**config.mk**
```make
export PLATFORM = sky130hd
export DESIGN_NAME = mant_sub_pipe
export DESIGN_NICKNAME = d
export VERILOG_FILES = /design/src/rtl/mant_pkg.sv /design/src/rtl/lzc_w.sv /design/src/rtl/mant_sub_pipe.sv
export SDC_FILE = /design/constraint.sdc
export NUM_CORES = 1
export LEC_CHECK = 0
export BUFFER_PORTS_ARGS = -buffer_cell sky130_fd_sc_hd__buf_2
export CORE_MARGIN = 10
export CORE_UTILIZATION = 55
export DETAILED_ROUTE_END_ITERATION = 8
export PLACE_DENSITY_LB_ADDON = 0.25
export SLEW_MARGIN = 40
export SYNTH_ARGS = -nofsm -noshare
export SYNTH_HDL_FRONTEND = slang
export SYNTH_HIERARCHICAL = 1
export SYNTH_SLANG_ARGS = --single-unit
```
**constraint.sdc**
```tcl
create_clock -name clk -period 4.8 [get_ports clk]
set_input_delay 0.24 -clock clk [delete_from_list [all_inputs] [get_ports clk]]
set_output_delay 0.24 -clock clk [all_outputs]
set_load 0.05 [all_outputs]
```
**src/rtl/mant_pkg.sv**
```systemverilog
// mant_pkg -- shared definitions for the FP adder mantissa datapath.
// Contents:
//   MANT_W_HALF/SINGLE/DOUBLE : stored mantissa widths (10/23/52)
//   op_width(mant_w)          : operand width including the hidden bit
//   lzc_width(mant_w)         : width of a leading-zero count over an operand
//   mant_res_t                : subtractor result record, sized for double
//                               so the normaliser can reuse it at any width
package mant_pkg;

  localparam int unsigned MANT_W_HALF   = 10;
  localparam int unsigned MANT_W_SINGLE = 23;
  localparam int unsigned MANT_W_DOUBLE = 52;

  function automatic int unsigned op_width(input int unsigned mant_w);
    return mant_w + 1;
  endfunction

  function automatic int unsigned lzc_width(input int unsigned mant_w);
    return $clog2(mant_w + 2);
  endfunction

  typedef struct packed {
    logic                                        a_ge_b;
    logic [MANT_W_DOUBLE:0]                      mag;
    logic                                        zero;
    logic [lzc_width(MANT_W_DOUBLE)-1:0]         lzc;
  } mant_res_t;

endpackage

```
**src/rtl/lzc_w.sv**
```systemverilog
// lzc_w -- combinational priority leading-zero counter.
// Ports:
//   din [WIDTH-1:0]  value to scan, MSB first
//   cnt [CNT_W-1:0]  number of leading zeros; WIDTH when din is all zero
module lzc_w #(
  parameter  int unsigned WIDTH = 11,
  localparam int unsigned CNT_W = $clog2(WIDTH + 1)
) (
  input  logic [WIDTH-1:0] din,
  output logic [CNT_W-1:0] cnt
);

  // Scan from LSB upward so the highest set bit is the last one to win.
  always_comb begin
    cnt = CNT_W'(WIDTH);
    for (int unsigned i = 0; i < WIDTH; i++) begin
      if (din[i]) cnt = CNT_W'(WIDTH - 1 - i);
    end
  end

endmodule

```
**src/rtl/mant_sub_pipe.sv**
```systemverilog
// mant_sub_pipe -- two-stage valid/ready mantissa subtractor.
// Produces |A-B|, A>=B, zero and (optionally) a leading-zero count, where
// A = {hid_a,mant_a} and B = {hid_b,mant_b}.
// Ports:
//   clk, rst_n            clock, async active-low reset
//   in_valid / in_ready   operand handshake
//   mant_a, mant_b        stored mantissas [MANT_W-1:0]
//   hid_a, hid_b          hidden bits
//   out_valid / out_ready result handshake
//   a_ge_b, mag, zero     result fields
//   lzc                   leading zeros of mag (OP_W when mag is zero)
// Build option: MANT_SUB_LZC_EN -- when defined, S2 builds the leading-zero
// counter; otherwise lzc is tied to zero.
module mant_sub_pipe
  import mant_pkg::*;
#(
  parameter  int unsigned MANT_W = MANT_W_HALF,
  localparam int unsigned OP_W   = op_width(MANT_W),
  localparam int unsigned LZC_W  = lzc_width(MANT_W)
) (
  input  logic              clk,
  input  logic              rst_n,
  input  logic              in_valid,
  output logic              in_ready,
  input  logic [MANT_W-1:0] mant_a,
  input  logic [MANT_W-1:0] mant_b,
  input  logic              hid_a,
  input  logic              hid_b,
  output logic              out_valid,
  input  logic              out_ready,
  output logic              a_ge_b,
  output logic [OP_W-1:0]   mag,
  output logic              zero,
  output logic [LZC_W-1:0]  lzc
);

  logic            v1, v2;
  logic            ready1, ready2;
  logic            ge1;
  logic [OP_W-1:0] raw1;
  logic [OP_W-1:0] op_a, op_b;
  logic [OP_W+1:0] sum;
  logic            unused_borrow;
  logic [OP_W-1:0] mag_c;

  assign ready2    = ~v2 | out_ready;
  assign ready1    = ~v1 | ready2;
  assign in_ready  = ready1;
  assign out_valid = v2;

  // Two's-complement subtract over OP_W+1 bits; bit OP_W+1 is the carry
  // out (A>=B). Bit OP_W is the borrow, always the inverse of the carry.
  always_comb begin
    op_a          = {hid_a, mant_a};
    op_b          = {hid_b, mant_b};
    sum           = {2'b00, op_a} + {1'b0, ~{1'b0, op_b}} + (OP_W + 2)'(1);
    unused_borrow = sum[OP_W];
  end

  assign mag_c = ge1 ? raw1 : (~raw1) + OP_W'(1);

  always_ff @(posedge clk or negedge rst_n) begin
    if (!rst_n) begin
      v1 <= 1'b0;
      v2 <= 1'b0;
    end else begin
      if (ready1) v1 <= in_valid;
      if (ready2) v2 <= v1;
    end
  end

  always_ff @(posedge clk or negedge rst_n) begin
    if (!rst_n) begin
      ge1  <= 1'b0;
      raw1 <= '0;
    end else if (in_valid && ready1) begin
      ge1  <= sum[OP_W+1];
      raw1 <= sum[OP_W-1:0];
    end
  end

  always_ff @(posedge clk or negedge rst_n) begin
    if (!rst_n) begin
      a_ge_b <= 1'b0;
      mag    <= '0;
      zero   <= 1'b0;
    end else if (v1 && ready2) begin
      a_ge_b <= ge1;
      mag    <= mag_c;
      zero   <= (mag_c == '0);
    end
  end

`ifdef MANT_SUB_LZC_EN
  logic [LZC_W-1:0] lzc_c;
  logic [LZC_W-1:0] lzc_q;

  lzc_w #(.WIDTH(OP_W)) u_lzc (
    .din (mag_c),
    .cnt (lzc_c)
  );

  always_ff @(posedge clk or negedge rst_n) begin
    if (!rst_n) begin
      lzc_q <= '0;
    end else if (v1 && ready2) begin
      lzc_q <= lzc_c;
    end
  end

  assign lzc = lzc_q;
`else
  assign lzc = '0;
`endif

endmodule
```
==> results.toml <==
[outcome]
status = "complete, no violations"

[setup_path]
r2r-start = "raw1[0]"
cp.depth = 8
cp_slowest_cell = "dfrtp_1"
cp_slowest_stage_delay_ns = 0.44
crit_family = "simple AND/OR/NAND/NOR gates"
critPathMaxFanout = 5
path_cells = "inv_1 > ha_1 > nor2_1 > xnor2_1 > and4b_1 > and3_1 > nand4_1 > o21ai_1"
worstSetupPathType = "reg2reg"
r2r-end = "zero"
r2r_cells = 8
regToRegSetupSlack_ns = 3.05
critPathCaptureType = "register"
worst_ep_required_time_ns = 5.07
startpoint_type = "register"
endpoint = "zero"
crit_start = "raw1[0]"
cp.arrival_ns = 2.02
crit_buf_inv = 1

[logic_synthesis]
synth_cell_types = 39
synth_mux_area_share_pct = 1.68
synth_flop_cell = "dfrtp_1"
ys_ff_latch = 27
avgSynthCellArea_um2 = 8.73
synthXorXnorAreaFrac_pct = 6.85
synth_cells = 205
synth_fa_ha_area_share_pct = 10.2
synth_compound_area_share_pct = 18.3
synth_top_family_by_area = "compound AO/OA/AOI/OAI gates"
seq_area_frac_synth_pct = 37.8
netlist_area_um2 = 1790
synth_edf_count = 0
yosys.area_share.simple_pct = 18.3
synthArstFlopShare_pct = 100
ys_warn_count = 6

[placed_design]
post-dp-hpwl_mm = 2.74
routabilityCongestion = 0.758
portBuffers = 40
place_ws_ns = 2.81

[pwr]
comb_power_share_pct = 47.0
peakVddDrop_mv = 0.117
switching_power_mw = 0.380
intPower_mw = 0.439
switching_share_pct = 46.4
power_leakage_nw = 0.998
seqPwrFrac_pct = 41.4
pwr-share-clk_pct = 11.6
p_per_area_nw_per_um2 = 403
total_power_mw = 0.819

[die]
io_pins = 45
initial_core_util_pct = 58.1
die_h_um = 77.0
rows = 20
die_width_um = 77.0
dieArea_um2 = 5930
coreArea_um2 = 3080

[global_routing]
grt_pass1_vias = 1444
grt_pass1_wl_mm = 5.80
gr-total-overflow = 0
antenna_found_initial = 0
grt.total_usage_pct = 11.2
grt_max_degree = 28

[route]
viasPerCell = 5.04
ant_nets = 0
num_vias = 1441
drt_wl_total_mm = 3.29
firstDrtPassIters = 4
wl_per_cell_um = 11.5
drcViolationCount = 0
drtIter0Drc = 59

[finish]
layout_commonest_cell = "buf_2"
regArea_um2 = 676
synthToLayoutAreaGrowth_pct = 13.7
antennaDiodeCount = 0
multi_input_area_um2 = 1010
nFillCells = 283
mostFrequentLayoutCells = "buf_2, nand2_1, dfrtp_1"
nNetsFinal = 283
drive_above_1_share_pct = 21.1

[sta]
final_max_slew_viol_count = 0
fin_worst_skew_ns = 0.00774
worst_slew_pin_slew_ns = 0.697
finalSetupTns_ns = 0
hold_violations = 0
max_freq_mhz = 571
setup_viol = 0
slew_headroom_pct = 53.4
finalCritPeriodShare_pct = 36.5
rsz0062_at_grt = "false"
period_minus_slack_ns = 1.75
worst_slack_ns = 3.05

[clocking]
clkTransAtPathRegs_ns = 0.14
cts_root_buf = "clkbuf_4"
clk_latency_ns = 0.33
h-tree-depth = 1
cts_tree = "done"
cts.sinks = 27
clock_path_buffers = 2
cts_buffers = 3
cts.repair.resized = 0

[worst_hold_path]
hold_path.class = "in2reg"

[job]
max_cap_viol_count = 0
[worst reg2reg max path, cell delays in order, from the launching register on]
cell	delay [ns]
dfrtp_1	0.44
inv_1	0.11
ha_1	0.23
nor2_1	0.15
xnor2_1	0.16
and4b_1	0.21
and3_1	0.17
nand4_1	0.11
o21ai_1	0.13
[how the worst min path moves through the flow]
stage,from,end,slack [ns],depth (start not counted)
2_1_floorplan,rst_n,a_ge_b,-0.06,0
3_3_place_gp,rst_n,mag[10],0.26,1
3_5_place_dp,rst_n,mag[8],0.26,1
4_1_cts,in_valid,v1,0.11,2
5_1_grt,in_valid,v1,0.12,2
6_report,in_valid,v1,0.12,2
[through the flow]
step / instances / hold slack [ns] / util [%] / instance area, µm²
6_report: 286 / 0.120 / 66.1 / 2030
3_5_place_dp: 281 / 0.261 / 64.9 / 2000
4_1_cts: 286 / 0.112 / 66.1 / 2030
2_1_floorplan: 208 / -0.0556 / - / 1800
5_1_grt: 286 / 0.115 / 66.1 / 2030
3_3_place_gp: 281 / 0.258 / 64.9 / 2000
[power by group through the flow]
stage / clock, mW / combinational (mW) / sequential [mW]
6_report: 0.0952 / 0.385 / 0.339
5_1_grt: 0.109 / 0.424 / 0.350
2_1_floorplan: 0 / 0.190 / 0.456
4_1_cts: 0.0986 / 0.389 / 0.340
3_5_place_dp: 0 / 0.388 / 0.346
3_3_place_gp: 0 / 0.384 / 0.342
[per-layer routing]
layer / vias to the layer above / global-route usage, % / routed length (µm)
met5: - / 0 / 0
met4: 0 / 6.02 / 74
met3: 5 / 2.56 / 165
li1: 763 / - / -
met2: 31 / 18.9 / 1540
met1: 642 / 12.8 / 1510
[sequential cells by signal, summed over array words and instances (netlist names)]
signal / flops
ge1: 1
v1: 1
a_ge_b: 1
raw1: 11
zero: 1
out_valid: 1
mag: 11
[kinds of logic after synthesis]
logic type               Yosys count
AO/OA/AOI/OAI                     53
flip-flops                        27
XOR/XNOR                          14
multiplexers                       3
adder cells (fa/ha/maj)           14
AND/OR/NAND/NOR                   66
buffers and inverters             27
other                              1
[layout make-up]
| class | count | area share, % |
|---|---|---|
| sequential | 27 | 33.2 |
| inverter | 16 | 2.95 |
| timing repair buffer | 41 | 10.3 |
| tap | 44 | 2.71 |
| clock buffer | 3 | 1.11 |
| multi-input combinational | 154 | 49.4 |
| clock inverter | 1 | 0.246 |
[what timing repair did]
item / 4_1_cts / 5_1_grt
endpoints found under the hold margin: 27 / 0
setup buffers: 0 / 0
hold buffers: 1 / 0
[cells in the mapped netlist, types with 2 or more instances]
cell | n | area [µm²]
nor3b_1 | 3 | 22.5
nor3_1 | 4 | 20.0
o21ai_0 | 22 | 110
inv_1 | 16 | 60.1
nand4_1 | 2 | 12.5
clkbuf_1 | 5 | 18.8
buf_4 | 4 | 30.0
nor4_1 | 2 | 12.5
a21oi_1 | 9 | 45.0
o21ai_1 | 2 | 10.0
ha_1 | 13 | 163
xor2_1 | 2 | 17.5
a31oi_1 | 2 | 12.5
nor2_1 | 13 | 48.8
buf_2 | 2 | 10.0
a211oi_1 | 5 | 37.5
nand2b_1 | 6 | 37.5
xnor2_1 | 12 | 105
dfrtp_1 | 27 | 676
mux2i_1 | 3 | 30.0
o21a_1 | 3 | 22.5
o21ai_2 | 2 | 17.5
o31ai_1 | 2 | 15.0
nand2_1 | 29 | 109
Note: power is estimated with default switching activity, not from simulation.
